===== config.mk =====
export PLATFORM = sky130hd
export DESIGN_NAME = alu_arbiter
export DESIGN_NICKNAME = d
export VERILOG_FILES = /design/src/rtl/alu_arbiter.sv
export SDC_FILE = /design/constraint.sdc
export NUM_CORES = 1
export LEC_CHECK = 0
export ABC_AREA = 1
export BUFFER_PORTS_ARGS = -buffer_cell sky130_fd_sc_hd__buf_2
export CAP_MARGIN = 25
export CORE_MARGIN = 2
export CORE_UTILIZATION = 49
export DETAILED_ROUTE_END_ITERATION = 12
export HOLD_SLACK_MARGIN = 0.08
export PLACE_DENSITY = 0.88
export SKIP_LAST_GASP = 1
export SLEW_MARGIN = 5
export SYNTH_ARGS = -nofsm -noshare
export SYNTH_HDL_FRONTEND = slang
export SYNTH_SLANG_ARGS = --single-unit

===== constraint.sdc =====
create_clock -name clk -period 4 [get_ports clk]
set_clock_uncertainty 0.05 [all_clocks]
set_input_delay 0 -clock clk [delete_from_list [all_inputs] [get_ports clk]]
set_output_delay 0 -clock clk [all_outputs]
set_load 0.02 [all_outputs]

===== src/rtl/alu_arbiter.sv =====
// alu_arbiter: shares one ALU between requester 0 (control unit) and 1 (aux/IO); round-robin, or fixed priority with ALU_ARB_FIXED_PRIO_EN.
// Latency: gnt the cycle after req is sampled, done ALU_LATENCY+1 cycles after gnt; all outputs registered.
// Backpressure: requester holds req until gnt; requests are not sampled while an op is in flight.
module alu_arbiter #(
  parameter int reg_width   = 12,
  parameter int ALU_LATENCY = 1
) (
  input  logic                 clk,
  input  logic                 reset,
  input  logic                 req0,
  input  logic                 req1,
  input  logic [2:0]           op0,
  input  logic [2:0]           op1,
  input  logic [reg_width-1:0] a0,
  input  logic [reg_width-1:0] a1,
  input  logic [reg_width-1:0] b0,
  input  logic [reg_width-1:0] b1,
  output logic                 gnt0,
  output logic                 gnt1,
  output logic                 done0,
  output logic                 done1,
  output logic [reg_width-1:0] rdata,
  output logic                 rzflag,
  output logic                 busy,
  output logic [2:0]           alu_op,
  output logic [reg_width-1:0] alu_ac,
  output logic [reg_width-1:0] alu_bus,
  input  logic [reg_width-1:0] alu_result,
  input  logic                 alu_zflag
);

  typedef enum logic [1:0] {
    ST_IDLE  = 2'd0,
    ST_ISSUE = 2'd1,
    ST_WAIT  = 2'd2,
    ST_DONE  = 2'd3
  } state_t;

  localparam logic [2:0] OP_NOP     = 3'b000;
  localparam logic [2:0] OP_ILLEGAL = 3'b111;
  localparam logic [3:0] CNT_INIT   = 4'(ALU_LATENCY - 1);

  state_t               state_q, state_d;
  logic                 arb_take;
  logic                 arb_win;
  logic [2:0]           win_op;
  logic [reg_width-1:0] win_a;
  logic [reg_width-1:0] win_b;

  logic                 owner_q, owner_d;
  logic                 illegal_q, illegal_d;
  logic [3:0]           cnt_q, cnt_d;
  logic                 gnt0_q, gnt0_d;
  logic                 gnt1_q, gnt1_d;
  logic                 done0_q, done0_d;
  logic                 done1_q, done1_d;
  logic [reg_width-1:0] rdata_q, rdata_d;
  logic                 rzflag_q, rzflag_d;
  logic                 busy_q, busy_d;
  logic [2:0]           alu_op_q, alu_op_d;
  logic [reg_width-1:0] alu_ac_q, alu_ac_d;
  logic [reg_width-1:0] alu_bus_q, alu_bus_d;

  // New requests are only looked at when no op is in flight (IDLE) or one is just finishing (DONE).
  assign arb_take = ((state_q == ST_IDLE) || (state_q == ST_DONE)) && (req0 || req1);

`ifdef ALU_ARB_FIXED_PRIO_EN
  always_comb begin
    arb_win = ~req0;
  end
`else
  logic last_grant_q, last_grant_d;

  always_comb begin
    arb_win = req1;
    if (req0 && req1) begin
      arb_win = ~last_grant_q;
    end
  end

  always_comb begin
    last_grant_d = last_grant_q;
    if (arb_take) begin
      last_grant_d = arb_win;
    end
  end

  always_ff @(posedge clk or negedge reset) begin
    if (!reset) begin
      last_grant_q <= 1'b1;
    end else begin
      last_grant_q <= last_grant_d;
    end
  end
`endif

  assign win_op = arb_win ? op1 : op0;
  assign win_a  = arb_win ? a1  : a0;
  assign win_b  = arb_win ? b1  : b0;

  always_ff @(posedge clk or negedge reset) begin
    if (!reset) begin
      state_q <= ST_IDLE;
    end else begin
      state_q <= state_d;
    end
  end

  always_comb begin
    state_d = state_q;
    case (state_q)
      ST_IDLE,
      ST_DONE:  state_d = arb_take ? ST_ISSUE : ST_IDLE;
      ST_ISSUE: state_d = ST_WAIT;
      ST_WAIT:  if (cnt_q == 4'd0) state_d = ST_DONE;
      default:  state_d = ST_IDLE;
    endcase
  end

  always_comb begin
    owner_d   = owner_q;
    illegal_d = illegal_q;
    cnt_d     = cnt_q;
    gnt0_d    = 1'b0;
    gnt1_d    = 1'b0;
    done0_d   = 1'b0;
    done1_d   = 1'b0;
    rdata_d   = rdata_q;
    rzflag_d  = rzflag_q;
    alu_op_d  = OP_NOP;
    alu_ac_d  = alu_ac_q;
    alu_bus_d = alu_bus_q;
    busy_d    = (state_d != ST_IDLE);
    case (state_q)
      ST_IDLE,
      ST_DONE: begin
        if (arb_take) begin
          owner_d   = arb_win;
          illegal_d = (win_op == OP_ILLEGAL);
          gnt0_d    = ~arb_win;
          gnt1_d    = arb_win;
          // An illegal op still runs the handshake but never reaches the ALU.
          alu_op_d  = (win_op == OP_ILLEGAL) ? OP_NOP : win_op;
          alu_ac_d  = win_a;
          alu_bus_d = win_b;
        end
      end
      ST_ISSUE: begin
        cnt_d = CNT_INIT;
      end
      ST_WAIT: begin
        if (cnt_q == 4'd0) begin
          if (!illegal_q) begin
            rdata_d  = alu_result;
            rzflag_d = alu_zflag;
          end
          done0_d = ~owner_q;
          done1_d = owner_q;
        end else begin
          cnt_d = cnt_q - 4'd1;
        end
      end
      default: ;
    endcase
  end

  always_ff @(posedge clk or negedge reset) begin
    if (!reset) begin
      owner_q   <= 1'b0;
      illegal_q <= 1'b0;
      cnt_q     <= 4'd0;
      gnt0_q    <= 1'b0;
      gnt1_q    <= 1'b0;
      done0_q   <= 1'b0;
      done1_q   <= 1'b0;
      rdata_q   <= '0;
      rzflag_q  <= 1'b0;
      busy_q    <= 1'b0;
      alu_op_q  <= OP_NOP;
      alu_ac_q  <= '0;
      alu_bus_q <= '0;
    end else begin
      owner_q   <= owner_d;
      illegal_q <= illegal_d;
      cnt_q     <= cnt_d;
      gnt0_q    <= gnt0_d;
      gnt1_q    <= gnt1_d;
      done0_q   <= done0_d;
      done1_q   <= done1_d;
      rdata_q   <= rdata_d;
      rzflag_q  <= rzflag_d;
      busy_q    <= busy_d;
      alu_op_q  <= alu_op_d;
      alu_ac_q  <= alu_ac_d;
      alu_bus_q <= alu_bus_d;
    end
  end

  assign gnt0    = gnt0_q;
  assign gnt1    = gnt1_q;
  assign done0   = done0_q;
  assign done1   = done1_q;
  assign rdata   = rdata_q;
  assign rzflag  = rzflag_q;
  assign busy    = busy_q;
  assign alu_op  = alu_op_q;
  assign alu_ac  = alu_ac_q;
  assign alu_bus = alu_bus_q;

endmodule


# Yosys cells after proc, flatten, opt, wreduce, memory -nomap -nowiden
# Cells that the tools add are included.
# totals
regBits,54
in_bits,71
output_inout_bits,45
word_cells,57
# op_classes
add_sub_neg,1
eq_ne,5
muxes,20
bitwise,4
n_reduce_logical,12
# ops
operator,count
12-bit 2-to-1 mux,2
3-bit 2-to-1 mux,4
1-bit 2-to-1 mux,10
4-bit case mux with 2 select lines,1
2-bit case mux with 3 select lines,1
"2-bit == test, second input constant",2
4-bit logical NOT,1
4-bit 2-to-1 mux,1
1-bit NOT,4
2-bit AND reduction,2
2-bit nonzero test,2
"4-bit by 1-bit subtractor with 4-bit output, second input constant",1
"3-bit == test, second input constant",1
3-bit AND reduction,1
"2-bit by 1-bit == test with 1-bit output, second input constant",1
1-bit logical AND,2
2-bit logical NOT,1
1-bit logical OR,2
2-bit 2-to-1 mux,1
"2-bit != test, second input constant",1
2-bit OR reduction,1

# Depth between registers and ports, before layout
# logic_depth
ltp_word,7
depth_mapped,9
ltp_nobuf,8

# Least setup slack after synthesis
# Ideal clock, no wire load.
# synth_path
path_type,reg-to-reg
start,register state_q[0]
end,"register alu_ac_q[0], in the netlist alu_ac[0]"
t_arrival_ns,1.373
t_required_ns,3.882
path_slack_ns,2.509
path_stages_with_launch,10
period_less_slack_ns,1.491
cell_sequence,dfrtp_1 inv_1 ha_1 inv_1 nor2_4 inv_2 a21oi_4 buf_6 nand2_1 nand3_1
# synth_between
elab_chain_len,4
# synth_rtl
element,line_no,source
from (decl),43,"state_t state_q, state_d;"
from (signal assigned),105,state_q <= state_d;
2-bit == test or 2-bit logical NOT (tied branches),"65, 134",
1-bit logical OR,65,assign arb_take = ((state_q == ST_IDLE) || (state_q == ST_DONE)) && (req0 || req1);
1-bit logical AND,65,
2-bit AND reduction (no line) (*),--,
to (signal assigned),194,alu_ac_q <= alu_ac_d;
to (decl),61,"logic [reg_width-1:0] alu_ac_q, alu_ac_d;"
# Mark *: on every way between the ends. The rest lies on a longest branch, timed or not.
# A chain may end at the register's enable or synchronous reset.

# Worst setup path after layout
# layout_path
start,register state_q[0]
end,"register alu_ac_q[8], in the netlist alu_ac[8]"
# The elaborated chain is that of the path after synthesis.

==> reports/metrics.cfg <==
[placement]
numPortBuffers=115
gp_congestion=0.7751
place_area_um2=2959
dp_hpwl_um=3950

[timing]
rsz0062_at_grt=false
slew_headroom_pct=55.01
fin_crit_ns=2.882
whs_ns=0.1254
final.setup.tns_ns=0
max_freq_ghz=0.3470
tightest_slew_ns=0.6734
fin_crit_sh_pct=72.05
setup_viol=0
maxSlewViolCount=0
finalHoldViolCount=0

[clock_tree]
cts.clk_slew.worst_paths_ns=0.10
ctsResizeCount=0
clock_latency_ns=0.31
root_buffer=clkbuf_8
cts_buffer_depth=2
cts_post_setup_buffers_inserted=0
cts_tree=yes
cts_buffers=5
clock-sinks=54
htree_num_levels=2

[floorplan]
ios=116
dieHeight_um=73.73
rows=25
coreArea_um2=4692
start_util_pct=50.77
die_area_um2=5435
die_width_um=73.73

[route]
vias_per_cell=5.285
drt_pass1_iterations=4
routed_wl_um=8134
drc=0
drt_first_iter_violations=248
detail-route-antenna-nets=0
wl_per_cell_um=15.67
via_count=2743

[worst_hold_path]
hp-class=primary input to flip-flop

[setup_path]
crit_path_max_fanout=31
cpPeakStageDelay_ns=0.62
crit_family=buffers and inverters
critical_path.cell_chain=inv_1 > ha_1 > inv_1 > nor2_4 > inv_2 > a21oi_4 > nand2_1 > nand3_1 > dlygate4sd3_1
startpoint_type=flip-flop
endpoint_kind=flip-flop
slowest_stage=a21oi_4
cp_common_cell=inv_1
critPathBufInv=4
critPathKind=flip-flop to flip-flop
crit_arrival_ns=3.09
cp.required_ns=4.21

[grt]
grtUsageTotal_pct=31.62
grt_pass1_wl_um=12710
antenna_found_initial=0
grt_pass1_vias=2788
grt_max_degree=55
overflow=0

[power]
irDropWorstVdd_mv=0.4662
p_int_mw=1.671
pwr-share-clk_pct=10.7
power.switching_mw=1.393
comb_power_share_pct=57.7
power-per-cell-area_nw_per_um2=810.9
p_leak_nw=2.059
pwr-share-seq_pct=31.7
power_mw=3.064
switching_share_pct=45.45

[synth]
postSynthCellCount=280
ys_types=23
postSynthAreaPerCell_um2=8.508
synth_top_area_share_pct=55.67
synth-async-reset-ratio_pct=100.0
synth_nets=354
seq_area_frac_synth_pct=56.78
synthFlopType=dfrtp_1
syn_area_um2=2382
yosysTopAreaCell=dfrtp_1
synthTopCellsByArea=dfrtp_1, nand2_1, nand3_1, inv_1, ha_1
synth.ff_latch_count=54
synth_edf_count=0
synth_warnings=0

[layout]
fin_area_um2=3779
nets=538
diodes=0
synthToLayoutAreaGrowth_pct=58.61
drive_above_1_share_pct=28.39

[outcome]
outcome=finished clean

[flow_run]
cap_viol_max_count=0

-- per-layer routing --
| metal | wire [um] | vias up | GRT usage, % |
|---|---|---|---|
| li1 | - | 1242 | - |
| met1 | 2839 | 1284 | 33.24 |
| met2 | 4251 | 172 | 57.04 |
| met3 | 660 | 45 | 8.230 |
| met4 | 382 | 0 | 16.97 |
| met5 | 0 | - | 0 |
-- cell families (layout without fill, tap and decap cells) --
logic type | after synthesis | count (layout) | share of synthesized area [%]
xor gates and xnor gates | 1 | 1 | 0.3677
AOI/OAI and AO/OA | 9 | 9 | 2.416
DFF | 54 | 54 | 56.78
buffers and inverters | 30 | 215 | 6.092
adders and majority gates | 3 | 3 | 1.576
and+or+nand+nor | 183 | 183 | 32.77
-- path summary, 6_finish.rpt --
check                                          start                     to  slack (ns)  cells after the start
worst max-delay path            state_q[0]$_DFF_PN0_  alu_ac[8]$_DFFE_PN0P_        1.12                      9
worst min-delay path                            req1         gnt0$_DFF_PN0_        0.13                      2
worst max register to register  state_q[0]$_DFF_PN0_  alu_ac[8]$_DFFE_PN0P_        1.12                      9
worst min register to register   owner_q$_DFFE_PN0P_        done0$_DFF_PN0_        0.38                      1
max in group asynchronous                      reset  alu_ac[0]$_DFFE_PN0P_        3.18                      3
min in group asynchronous                      reset         busy$_DFF_PN0_        0.28                      3
-- power groups by stage --
stage | Combinational (mW) | Sequential, mW | Clock, mW
finish | 1.77 | 0.970 | 0.327
global route | 1.92 | 0.986 | 0.349
CTS | 1.66 | 0.948 | 0.327
detailed placement | 1.33 | 0.948 | 0
global placement | 1.27 | 0.945 | 0
floorplan | 0.686 | 1.21 | 0
-- through the flow --
step	worst slack [ns]	instances	util (%)
6_report	1.118	519	80.53
2_1_floorplan	2.509	280	-
3_3_place_gp	1.933	439	63.07
3_5_place_dp	1.855	439	63.07
4_1_cts	1.269	519	80.53
5_1_grt	0.9377	519	80.53
-- placed cells by master, fill, tap and decap left out, drive strengths merged --
cell / synthesis / routed
o22ai: 1 / 1
clkinvlp: 0 / 1
nor3: 1 / 1
dfstp: 1 / 1
inv: 19 / 20
nand2: 125 / 125
o21ai: 6 / 6
nor2: 10 / 10
dlygate4sd3: 0 / 72
dfrtp: 53 / 53
xor2: 1 / 1
nand3: 44 / 44
clkbuf: 1 / 6
nand3b: 2 / 2
buf: 10 / 116
ha: 3 / 3
nand4: 1 / 1
a21oi: 2 / 2
-- Yosys cell counts, types with 2 or more instances --
library cell,instances
nor2_1,6
buf_2,5
nand3_1,44
buf_6,2
buf_4,3
nand3b_1,2
nor2_2,2
ha_1,3
nor2_4,2
o21ai_0,6
nand2_1,124
dfrtp_1,53
inv_1,18
-- timing repair --
| action | in CTS | in global routing |
|---|---|---|
| hold buffers | 72 | 0 |
| endpoints found under the setup margin | 0 | 0 |
| endpoints found under the hold margin | 95 | 0 |
-- sequential cells by signal, indices dropped and copies added, names as in the netlist --
| signal | cells |
|---|---|
| illegal_q | 1 |
| gnt1 | 1 |
| busy | 1 |
| gnt0 | 1 |
| alu_op | 3 |
| state_q | 2 |
| done0 | 1 |
| done1 | 1 |
| last_grant_q | 1 |
| rdata | 12 |
| rzflag | 1 |
| cnt_q | 4 |
| alu_bus | 12 |
| owner_q | 1 |
| alu_ac | 12 |
-- layout make-up --
| class | instances | area (um^2) |
|---|---|---|
| flip-flops and latches | 54 | 1353 |
| repair buffers | 188 | 1304 |
| fillers | 260 | 913.4 |
| multi-input cells | 196 | 884.6 |
| clock buffers | 6 | 82.58 |
| inverters | 19 | 71.32 |
| well taps | 54 | 67.56 |
| clock inverters | 2 | 16.27 |
Note: power is estimated with default switching activity, not from simulation.
